File: config.mk
export PLATFORM = sky130hd
export DESIGN_NAME = pattern_frame_tx
export DESIGN_NICKNAME = d
export VERILOG_FILES = /design/src/rtl/pattern_frame_tx.sv
export SDC_FILE = /design/constraint.sdc
export NUM_CORES = 1
export LEC_CHECK = 0
export BUFFER_PORTS_ARGS = -buffer_cell sky130_fd_sc_hd__buf_2
export CORE_UTILIZATION = 35
export DETAILED_ROUTE_END_ITERATION = 10
export HOLD_SLACK_MARGIN = 0.03
export PLACE_DENSITY = 0.62
export SETUP_SLACK_MARGIN = 0.4
export SYNTH_ARGS = -nofsm -noshare
export SYNTH_HDL_FRONTEND = slang
export SYNTH_SLANG_ARGS = --single-unit
File: constraint.sdc
create_clock -name clk_i -period 2.2 [get_ports clk_i]
set_input_delay 0.44 -clock clk_i [delete_from_list [all_inputs] [get_ports clk_i]]
set_output_delay 0.44 -clock clk_i [all_outputs]
set_load 0.02 [all_outputs]
File: src/rtl/pattern_frame_tx.sv
// pattern_frame_tx: serial frame transmitter (sync pattern + payload word + idle gap)
//
// Sends PAT (MSB first), then the DATA_W-bit payload (MSB first), one bit per
// en_i strobe, then waits GAP strobes before it can accept another frame.
//
// Ports:
//   clk_i    rising-edge clock
//   rst_i    asynchronous reset, active-low
//   en_i     bit-rate strobe; one bit advances per sampled en_i=1
//   start_i  frame request, accepted only while ready_o=1
//   data_i   payload word, captured on acceptance
//   ready_o  idle, able to accept start_i
//   d_o      registered serial bit
//   valid_o  registered, d_o carries a frame bit this cycle
//   done_o   registered pulse coincident with the last payload bit
module pattern_frame_tx #(
    parameter int                PAT_W  = 5,
    parameter logic [PAT_W-1:0]  PAT    = 5'b11011,
    parameter int                DATA_W = 8,
    parameter int                GAP    = 2
) (
    input  logic              clk_i,
    input  logic              rst_i,
    input  logic              en_i,
    input  logic              start_i,
    input  logic [DATA_W-1:0] data_i,
    output logic              ready_o,
    output logic              d_o,
    output logic              valid_o,
    output logic              done_o
);
    localparam int M1 = (PAT_W > DATA_W) ? PAT_W : DATA_W;
    localparam int M2 = (M1 > GAP) ? M1 : GAP;
    localparam int M3 = (M2 > 2) ? M2 : 2;
    localparam int CW = $clog2(M3);

    localparam logic [1:0] S_IDLE = 2'd0;
    localparam logic [1:0] S_SYNC = 2'd1;
    localparam logic [1:0] S_DATA = 2'd2;
    localparam logic [1:0] S_GAP  = 2'd3;

    logic [1:0]        state_q, state_d;
    logic [CW-1:0]     idx_q, idx_d;
    logic [DATA_W-1:0] sh_q, sh_d;
    logic              d_q, d_d;
    logic              valid_q, valid_d;
    logic              done_q, done_d;
    logic [PAT_W-1:0]  pat_sh;

    always_comb begin
        state_d = state_q;
        idx_d   = idx_q;
        sh_d    = sh_q;
        // d_o holds its last bit while a frame is in flight, reads 0 when idle
        d_d     = (state_q == S_IDLE || state_q == S_GAP) ? 1'b0 : d_q;
        valid_d = 1'b0;
        done_d  = 1'b0;
        pat_sh  = PAT << idx_q;
        case (state_q)
            S_IDLE: if (start_i) begin
                sh_d    = data_i;
                idx_d   = '0;
                state_d = S_SYNC;
            end
            S_SYNC: if (en_i) begin
                d_d     = pat_sh[PAT_W-1];
                valid_d = 1'b1;
                idx_d   = (idx_q == CW'(PAT_W - 1)) ? '0 : idx_q + CW'(1);
                state_d = (idx_q == CW'(PAT_W - 1)) ? S_DATA : S_SYNC;
            end
            S_DATA: if (en_i) begin
                d_d     = sh_q[DATA_W-1];
                valid_d = 1'b1;
                sh_d    = sh_q << 1;
                done_d  = (idx_q == CW'(DATA_W - 1));
                idx_d   = done_d ? '0 : idx_q + CW'(1);
                state_d = !done_d ? S_DATA : (GAP > 0) ? S_GAP : S_IDLE;
            end
            default: if (en_i) begin
                idx_d   = (idx_q == CW'(GAP - 1)) ? '0 : idx_q + CW'(1);
                state_d = (idx_q == CW'(GAP - 1)) ? S_IDLE : S_GAP;
            end
        endcase
    end

    always_ff @(posedge clk_i or negedge rst_i) begin
        if (!rst_i) begin
            state_q <= S_IDLE;
            idx_q   <= '0;
            sh_q    <= '0;
            d_q     <= 1'b0;
            valid_q <= 1'b0;
            done_q  <= 1'b0;
        end else begin
            state_q <= state_d;
            idx_q   <= idx_d;
            sh_q    <= sh_d;
            d_q     <= d_d;
            valid_q <= valid_d;
            done_q  <= done_d;
        end
    end

    assign ready_o = (state_q == S_IDLE);
    assign d_o     = d_q;
    assign valid_o = valid_q;
    assign done_o  = done_q;
endmodule

==> summary.txt, run 1 <==
Setup path
  – CP peak stage delay: 410 ps
  – Worst setup endpoint: idx_q[0]
  – Crit path max fanout: 9
  – Slowest CP cell: dfrtp_1
  – CP Depth: 6
  – FF-to-FF End: idx_q[0]
  – CP Capture Type: flip-flop
  – Worst path top cell family by delay: flip-flops
  – Reg-to-reg slack, setup: 520 ps
  – FF-to-FF Start: state_q[0]
  – Critical Path RT: 2410 ps
  – CP Launch Type: flip-flop
  – Worst path buffer plus inverter count: 2
  – Crit Path Class: flip-flop to flip-flop
  – R2R depth: 6
  – Cells along the critical path: inv_1, ha_1, buf_4, o21ba_4, or3_1, o21ai_1
  – Critical Path AT: 1890 ps
  – Crit. Startpoint: state_q[0]

Timing
  – Pin slew with the least headroom to its limit: 433 ps
  – Relative slew slack: 70.9%
  – RSZ-0062 raised after global routing: false
  – Final Slew Violations: 0
  – Setup TNS: 0 ps
  – Final hold vios: 0
  – Min Clock Period, post-route: 1680 ps
  – PnR worst setup slack: 523 ps
  – Fmax: 596 MHz
  – Worst Skew: 6.26 ps
  – Final setup violation count: 0
  – Final Cycle Share: 76.2%

Floorplanning
  – I/O pin count: 16
  – Die X: 54.6 um
  – Site row count: 18
  – Core Box Area: 2540 um2
  – Chip height: 54.6 um
  – Initial core utilization: 38.1%
  – Die ar.: 2980 um2

Clock tree
  – H-Tree Depth: 1
  – Worst skew pair latency: 280 ps
  – Cts hold-fix bufs: 0
  – Reg clk slew, reported paths: 90 ps
  – Clock Sinks: 16
  – Num CTS Buffers: 3
  – Max Root-Sink Buffers: 2
  – Clock tree root buffer cell: clkbuf_4
  – CTS tree: done

Global route
  – Met1 Usage GRT: 17.8%
  – Met2 Track Usage GR: 21.1%
  – Vias in the first global route: 633
  – Gr ovfl total: 0
  – Initial antenna violation count: 0
  – Largest net degree at the start of global routing: 17
  – Grt met3 use: 2.78%
  – First-pass GRT wire length: 2910 um
  – GRT busiest layer: met2
  – GRT Util Overall: 14.3%

Run
  – Max-Cap Viols: 0

Detailed routing
  – DRT iter0 DRCs: 2
  – First-pass iteration count of the detailed router: 3
  – Via Count: 680
  – Via/cell ratio: 5.23
  – Per-cell routed wire length: 13.2 um
  – Routed WL: 1720 um
  – # DRC: 0
  – Antenna viol nets, final: 0

Finish
  – Antenna cell count: 0
  – Nets: 123
  – Share of layout cells above drive strength 1: 39.0%
  – Synth-to-Final Area Change: 13.8%
  – Final core utilization: 43.4%
  – Final cell count without fillers: 130

Synthesis
  – #FFs+latches synth: 16
  – Synth cell types: 27
  – Seq/Total Area, Yosys: 41.3%
  – Synth Net Count: 103
  – Mapped Avg Cell Area: 11.8 um2
  – Syn Inst Count: 82
  – Warnings from Yosys: 0
  – Post-Syn Area: 970 um2

Pwr
  – Gate power share: 52.8%
  – Peak supply drop: 596 uV
  – Pwr per Cell Area: 1270 nW/um2
  – Internal power: 854 uW
  – Sw frac: 39.1%
  – Share of power burned in registers: 36.6%
  – P_leak: 0.000521 uW
  – Sw power: 547 uW
  – Clk pwr share: 10.6%

Placement
  – GP Congestion: 0.773
  – HPWL after detailed placement: 1330 um
  – I/O Buffers: 15
  – Placed cells: 127
  – Dpl ws: 508 ps

Min path
  – Worst hold path class: primary input to asynchronous set/reset pin

Run status
  – Status: finished, final reports clean
cell usage after synthesis, drive strengths merged:
cell type	n	share of area, %
nand4b	1	0.90
o311ai	1	0.90
a311o	1	1.0
o31ai	3	2.8
buf	2	2.3
o21ba	1	1.7
and2	1	0.65
a22oi	1	0.77
or2	1	0.65
dfrtp	16	41
nand3b	1	0.77
nor2b	1	0.65
o21a	1	0.77
inv	7	2.7
and3	1	0.65
o21ai	11	5.7
mux2	14	16
ha	9	12
a21o	1	0.77
a21boi	1	0.77
or3	1	0.65
nand2	1	0.39
mux2i	3	3.1
a21oi	2	2.2
logic make-up (layout without fill, tap and decap cells):
family / count (synthesis) / in the layout / share of synthesized area [%]
compound gates: 23 / 23 / 17.4
fa+ha+maj: 9 / 9 / 11.6
buf+inv: 9 / 27 / 5.03
flops: 16 / 16 / 41.3
mux: 17 / 17 / 19.4
simple gates: 8 / 8 / 5.29
power groups by stage:
| stage | Sequential [uW] | Clock (uW) | Combinational, uW |
|---|---|---|---|
| 2_1_floorplan | 521 | 0 | 568 |
| 3_3_place_gp | 513 | 0 | 721 |
| 6_report | 513 | 148 | 740 |
| 4_1_cts | 514 | 160 | 739 |
| 5_1_grt | 539 | 179 | 838 |
| 3_5_place_dp | 521 | 0 | 737 |
per-layer routing:
metal	routed length [um]	up-vias	part of all wire (%)
met3	48	4	2.8
li1	-	333	-
met1	800	332	47
met5	0	-	0
met4	59	0	3.4
met2	809	11	47
cell usage in the layout, fill, tap and decap left out, types with 2 or more instances in the layout:
master,netlist,final
dfrtp_1,16,16
buf_2,0,15
mux2_2,14,14
inv_1,7,7
clkbuf_4,0,3
o31ai_1,2,2
buf_4,0,2
ha_1,9,8
mux2i_1,3,2
o21ai_0,10,10
sequential cells by signal (all words and copies together), names as in the netlist:
register  cells
sh_q          8
done_o        1
idx_q         3
state_q       2
d_o           1
valid_o       1
through the flow:
stage / hold slack (ps) / power [uW] / area, um2
after floorplan: 144 / 1090 / 970
after global placement: 378 / 1230 / 1070
final: 62.8 / 1400 / 1100
after global routing: 71.3 / 1560 / 1100
after CTS: 73.0 / 1410 / 1100
after detailed placement: 387 / 1260 / 1070
layout make-up:
type | count | area (um2)
fillers | 248 | 1440
multi-input cells | 57 | 527
flip-flops and latches | 16 | 400
repair buffers | 17 | 90.1
well taps | 30 | 37.5
inverters | 7 | 26.3
clock buffers | 3 | 22.5
timing repair:
action,CTS,global route
gates resized for setup,0,2
endpoints found under the setup margin,0,7
buffers inserted,0,0
worst min path at each step:
stage,start,end,slack (ps)
2_1_floorplan,rst_i,d_o,140
3_3_place_gp,rst_i,idx_q[1],380
6_report,rst_i,idx_q[1],60
4_1_cts,rst_i,idx_q[1],70
5_1_grt,rst_i,sh_q[6],70
3_5_place_dp,rst_i,idx_q[1],390
Note: power is estimated with default switching activity, not from simulation.
==> run 2: changes to the inputs <==
- PLACE_DENSITY: 0.62 -> 0.64
- clock period: 2.2 -> 1.3 ns (I/O delays scaled with it)
==> run 2 against run 1 <==
  * Worst setup slack got worse by 790 ps
  * Via count is 17% higher
  * The flow now finishes with violations (setup timing)
  * Register-to-register slack worse by 790 ps
  * Largest cell class unchanged
  * Clock power grew 130%
  * Power rose to 2.6 times the previous value
  * First-iteration DRC count grew to 6.5 times the previous value
  * Wire length rose by 33%
  * Critical path depth did not move
  * Flip-flop and latch count did not move
  * Critical endpoint is now sh_q[7]
  * Critical path type unchanged
  * Cell count increased by 18%
==> summary.txt, run 2 (synthesis results as in run 1) <==
Run status
  – Status: finished with violations
  – Failing checks: setup timing

Detailed routing
  – First-pass iteration count of the detailed router: 4 (+1)
  – DRT iter0 DRCs: 13 (+11)
  – Antenna viol nets, final: 0 (unchanged)
  – # DRC: 0 (unchanged)
  – Via/cell ratio: 5.18 (-1.1%)
  – Routed WL: 2290 um (+33%)
  – Per-cell routed wire length: 14.9 um (+13%)
  – Via Count: 797 (+17%)

Timing
  – PnR worst setup slack: -270 ps (-793 ps)
  – Pin slew with the least headroom to its limit: 381 ps (-52.1 ps)
  – Final hold vios: 0 (unchanged)
  – Worst Skew: 4.56 ps (-1.70 ps)
  – Relative slew slack: 74.6% (+3.7 points)
  – RSZ-0062 raised after global routing: true
  – Final Slew Violations: 0 (unchanged)
  – Final setup violation count: 15 (+15)
  – Final Cycle Share: 121% (+45 points)
  – Fmax: 637 MHz (+6.8%)
  – Min Clock Period, post-route: 1570 ps (-107 ps)

Setup path
  – CP Capture Type: flip-flop
  – Critical Path AT: 1750 ps (-140 ps)
  – CP Launch Type: flip-flop
  – Critical Path RT: 1480 ps (-930 ps)
  – Crit Path Class: flip-flop to flip-flop
  – Crit path max fanout: 8 (-1)

Pwr
  – Share of power burned in registers: 24.6% (-12 points)
  – Gate power share: 66.0% (+13 points)
  – Peak supply drop: 1610 uV (+170%)
  – Internal power: 2290 uW (+170%)
  – Sw power: 1310 uW (+140%)
  – Pwr per Cell Area: 2430 nW/um2 (+92%)
  – Clk pwr share: 9.4% (-1.2 points)
  – Tot Pwr: 3600 uW (+160%)
  – P_leak: 0.000693 uW (+33%)
  – Sw frac: 36.4% (-2.6 points)

Global route
  – Initial antenna violation count: 0 (unchanged)
  – First-pass GRT wire length: 3360 um (+15%)
  – Vias in the first global route: 848 (+34%)
  – Gr ovfl total: 0 (unchanged)
  – GRT Util Overall: 16.0% (+1.7 points)
  – Largest net degree at the start of global routing: 17 (unchanged)

Floorplanning
  – Chip height: 54.6 um (unchanged)
  – Site row count: 18 (unchanged)
  – I/O pin count: 16 (unchanged)
  – Die X: 54.6 um (unchanged)
  – Initial core utilization: 38.1% (unchanged)
  – Die ar.: 2980 um2 (unchanged)
  – Core Box Area: 2540 um2 (unchanged)

Finish
  – Share of layout cells above drive strength 1: 64.5% (+26 points)
  – Final cell count without fillers: 154 (+18%)
  – Reg area: 400 um2 (unchanged)
  – Antenna cell count: 0 (unchanged)
  – Area of the multi-input gates: 649 um2 (+23%)
  – Nets: 146 (+19%)
  – Fill count: 215 (-13%)
  – Reg with most FFs: sh_q
  – Commonest non-fill, non-tap cell in the layout: buf_4
  – Most frequent cells in the layout: buf_4 (18), dfrtp_1 (16), buf_2 (11)
  – Synth-to-Final Area Change: 52.6%
  – Largest registers: sh_q: 8 flops, idx_q: 3 flops, state_q: 2 flops
  – Max reg flops: 8 (unchanged)

Clock tree
  – Clock Sinks: 16 (unchanged)
  – Num CTS Buffers: 3 (unchanged)
  – CTS tree: done
  – Max Root-Sink Buffers: 2 (unchanged)
  – Worst skew pair latency: 290 ps (about the same)
  – Reg clk slew, reported paths: 100 ps (about the same)
  – H-Tree Depth: 1 (unchanged)
  – Clock tree root buffer cell: clkbuf_4

Placement
  – I/O Buffers: 15 (unchanged)
  – Placed cells: 143 (+13%)
  – HPWL after detailed placement: 1540 um (+15%)
  – GP Congestion: 0.835 (+8.0%)

Min path
  – Worst hold path class: primary input to flip-flop

Run
  – Max-Cap Viols: 0 (unchanged)
## run 2: routing by layer
metal	track usage [%]	part of all wire (%)	up-vias
met1	15.8	39	393
met5	0	0	-
met3	6.39	4.4	0
met4	3.85	0	0
li1	-	-	385
met2	30.5	56	19
## run 2: metrics by stage
stage | area (um2) | TNS [ps] | utilization, % | setup WS (ps) | hold WS, ps
2_1_floorplan | 1010 | -2170 | - | -229 | -35.6
3_3_place_gp | 1250 | -3010 | 49.1 | -276 | 192
3_5_place_dp | 1250 | -3310 | 49.1 | -382 | 199
4_1_cts | 1390 | -3190 | 54.7 | -289 | 221
5_1_grt | 1480 | -4070 | 58.2 | -332 | 244
6_report | 1480 | -3200 | 58.2 | -270 | 238
## run 2: final cells by class
cell class | instances | area share (%)
inverters | 7 | 1.78
flip-flops and latches | 16 | 27.0
clock buffers | 4 | 2.45
well taps | 30 | 2.54
repair buffers | 40 | 22.3
multi-input cells | 57 | 43.9
## run 2: worst max-delay path, cell delays in order, from the launching register on
cell	delay, ps
dfrtp_1	440
inv_2	100
ha_4	160
mux2i_2	260
a21oi_4	60
buf_12	140
mux2_4	290
## run 2: final timing paths
path	start	end	slack [ps]	cells past startpoint
max in group asynchronous	rst_i	sh_q[5]	620	2
hold reg to reg	sh_q[5]	sh_q[5]	510	1
setup reg to reg	state_q[1]	sh_q[7]	-270	6
min in group asynchronous	rst_i	idx_q[2]	410	2
setup / recovery	state_q[1]	sh_q[7]	-270	6
hold / removal	data_i[0]	sh_q[0]	240	3
## run 2: power by group through the flow
stage	Sequential (uW)	Clock, uW	Combinational [uW]
after floorplan	897	0	1090
after global placement	872	0	1690
after detailed placement	883	0	1740
after CTS	884	359	2040
after global routing	922	376	2540
final	886	340	2380
## run 2: what timing repair did
item | 4_1_cts | 5_1_grt
hold buffers | 1 | 0
pin swaps | 7 | 5
endpoints found under the setup margin | 20 | 20
buffers inserted | 3 | 3
hold endpoints to repair | 16 | 0
gates resized for setup | 19 | 18
==> run 3: changes to the inputs <==
- BUFFER_PORTS_ARGS: -buffer_cell sky130_fd_sc_hd__buf_2 -> -buffer_cell sky130_fd_sc_hd__buf_4
- CELL_PAD_IN_SITES_DETAIL_PLACEMENT: default -> 1
- CELL_PAD_IN_SITES_GLOBAL_PLACEMENT: default -> 1
- PLACE_DENSITY: 0.64 -> 0.75
- SKIP_CTS_REPAIR_TIMING: default -> 1
==> run 3 against run 2 <==
  * The flow still finishes with violations (setup timing)
  * Critical endpoint is now idx_q[0]
  * Non-clock buffer count shrank 3
  * Hold slack lost 31 ps
  * Clock skew shrank 2.7 ps
  * Register-to-register slack lost 30 ps
  * Largest cell class unchanged
  * Worst setup slack lost 27 ps
  * Critical path depth is the same
  * Die area is the same
  * Largest power group unchanged
  * Clock power grew 4%
  * Wire length grew 18%
  * Cell area shrank 1.9%
  * Sequential share of layout area grew 0.51 points
  * Combinational power shrank 3%
==> summary.txt, run 3 (synthesis results as in run 1) <==
Detailed routing
  – Antenna viol nets, final: 0 (unchanged)
  – Per-cell routed wire length: 17.9 um (+20%)
  – Via Count: 799 (+0.25%)
  – Via/cell ratio: 5.29 (+2.2%)
  – Routed WL: 2700 um (+18%)
  – # DRC: 0 (unchanged)
  – DRT iter0 DRCs: 6 (-7)
  – First-pass iteration count of the detailed router: 2 (-2)

Pwr
  – Gate power share: 64.6% (-1.4 points)
  – Sw frac: 37.5% (+1.1 points)
  – Peak supply drop: 1450 uV (-9.5%)
  – Pwr per Cell Area: 2450 nW/um2 (+0.86%)
  – Clk pwr share: 10.0% (+0.6 points)
  – Internal power: 2230 uW (-2.7%)
  – Sw power: 1340 uW (+2.0%)
  – Share of power burned in registers: 25.4% (+0.8 points)
  – P_leak: 0.000670 uW (-3.4%)

Placement
  – HPWL after detailed placement: 1790 um (+16%)
  – I/O Buffers: 15 (unchanged)
  – Placed cells: 142 (-0.70%)
  – GP Congestion: 0.822 (-1.6%)

Finish
  – Synth-to-Final Area Change: 49.8%
  – Final cell count without fillers: 151 (-1.9%)
  – Commonest non-fill, non-tap cell in the layout: buf_4
  – Nets: 143 (-2.1%)
  – Most frequent cells in the layout: buf_4 (29), dfrtp_1 (16), mux2_2 (8)
  – Fill count: 278 (+29%)
  – Largest registers: sh_q: 8 flops, idx_q: 3 flops, state_q: 2 flops
  – Reg with most FFs: sh_q
  – Antenna cell count: 0 (unchanged)
  – Share of layout cells above drive strength 1: 60.3% (-4.2 points)
  – Max reg flops: 8 (unchanged)

Setup path
  – CP Capture Type: flip-flop
  – CP Launch Type: flip-flop
  – Critical Path AT: 1840 ps (+90 ps)
  – Reg-to-reg slack, setup: -300 ps (-30 ps)
  – FF-to-FF Start: state_q[0]
  – Crit. Startpoint: state_q[0]
  – Crit Path Class: flip-flop to flip-flop
  – FF-to-FF End: idx_q[0]
  – Crit path max fanout: 7 (-1)
  – Critical Path RT: 1540 ps (+60 ps)
  – R2R depth: 6 (unchanged)
  – Worst setup endpoint: idx_q[0]

Timing
  – Final setup violation count: 15 (unchanged)
  – Fmax: 626 MHz (-1.7%)
  – WHS: 207 ps (-31.4 ps)
  – Setup TNS: -3660 ps (-453 ps)
  – RSZ-0062 raised after global routing: true
  – Worst Skew: 1.82 ps (-2.75 ps)
  – Pin slew with the least headroom to its limit: 318 ps (-63.5 ps)
  – PnR worst setup slack: -298 ps (-27.3 ps)
  – Final Slew Violations: 0 (unchanged)
  – Final Cycle Share: 123% (+2.1 points)
  – Final hold vios: 0 (unchanged)
  – Relative slew slack: 78.6% (+4.0 points)
  – Min Clock Period, post-route: 1600 ps (+27.3 ps)

Run status
  – Failing checks: setup timing
  – Status: finished with violations

Clock tree
  – Worst skew pair latency: 300 ps (about the same)
  – Clock Sinks: 16 (unchanged)
  – Max Root-Sink Buffers: 2 (unchanged)
  – Reg clk slew, reported paths: 110 ps (about the same)
  – H-Tree Depth: 1 (unchanged)
  – CTS tree: done
  – Clock tree root buffer cell: clkbuf_4
  – Num CTS Buffers: 3 (unchanged)

Floorplanning
  – Core Box Area: 2540 um2 (unchanged)
  – Chip height: 54.6 um (unchanged)
  – Die X: 54.6 um (unchanged)
  – Initial core utilization: 38.1% (unchanged)
  – I/O pin count: 16 (unchanged)
  – Die ar.: 2980 um2 (unchanged)
  – Site row count: 18 (unchanged)

Run
  – Max-Cap Viols: 0 (unchanged)

Global route
  – Largest net degree at the start of global routing: 17 (unchanged)
  – First-pass GRT wire length: 3780 um (+13%)
  – Vias in the first global route: 839 (-1.1%)
  – Gr ovfl total: 0 (unchanged)
  – GRT Util Overall: 18.9% (+2.9 points)
  – Initial antenna violation count: 0 (unchanged)

Min path
  – Worst hold path class: primary input to flip-flop
## run 3: cell count changes in the layout (fill, tap and decap cells not counted), sizes merged
cell,delta
buf,-3
## run 3: stage by stage
stage                     area [um2]  power, uW  worst slack (ps)  util (%)
after floorplan                 1010       1980              -229         -
after global placement          1280       2650              -265      50.3
after detailed placement        1280       2750              -403      50.3
after CTS                       1320       3120              -437      51.7
after global routing            1450       3820              -357      57.1
final                           1450       3560              -298      57.1
## run 3: worst min path at each step
| stage | end | cells after the start | startpoint | slack, ps |
|---|---|---|---|---|
| 6_report | d_o | 2 | en_i | 210 |
| 3_3_place_gp | sh_q[2] | 1 | rst_i | 130 |
| 3_5_place_dp | sh_q[2] | 1 | rst_i | 140 |
| 4_1_cts | sh_q[2] | 1 | rst_i | -200 |
| 2_1_floorplan | d_o | 0 | rst_i | -40 |
| 5_1_grt | d_o | 2 | en_i | 200 |
## run 3: metal layers
metal	up-vias	GRT usage (%)	wire (um)
met2	18	33.3	1430
met4	0	9.40	26
met1	399	21.2	1150
met3	4	4.17	96
li1	378	-	-
met5	-	0	0
## run 3: critical path, stage by stage (launching register included)
cell and delay, ps:
dfrtp_1 410, inv_2 80, ha_4 200, buf_12 130
o21ba_4 240, or3_4 370, o21ai_2 110
## run 3: final cells by class
cell class | instances | area (um2) | area share, %
repair buffers | 37 | 324 | 22.3
well taps | 30 | 37.5 | 2.58
clock buffers | 4 | 36.3 | 2.50
flip-flops and latches | 16 | 400 | 27.6
multi-input cells | 57 | 628 | 43.2
inverters | 7 | 26.3 | 1.81
## run 3: power groups by stage
stage	combinational, uW	sequential (uW)	clock (uW)
after global placement	1780	872	0
after CTS	1870	889	362
final	2300	905	355
after detailed placement	1850	898	0
after global routing	2510	927	381
after floorplan	1090	897	0
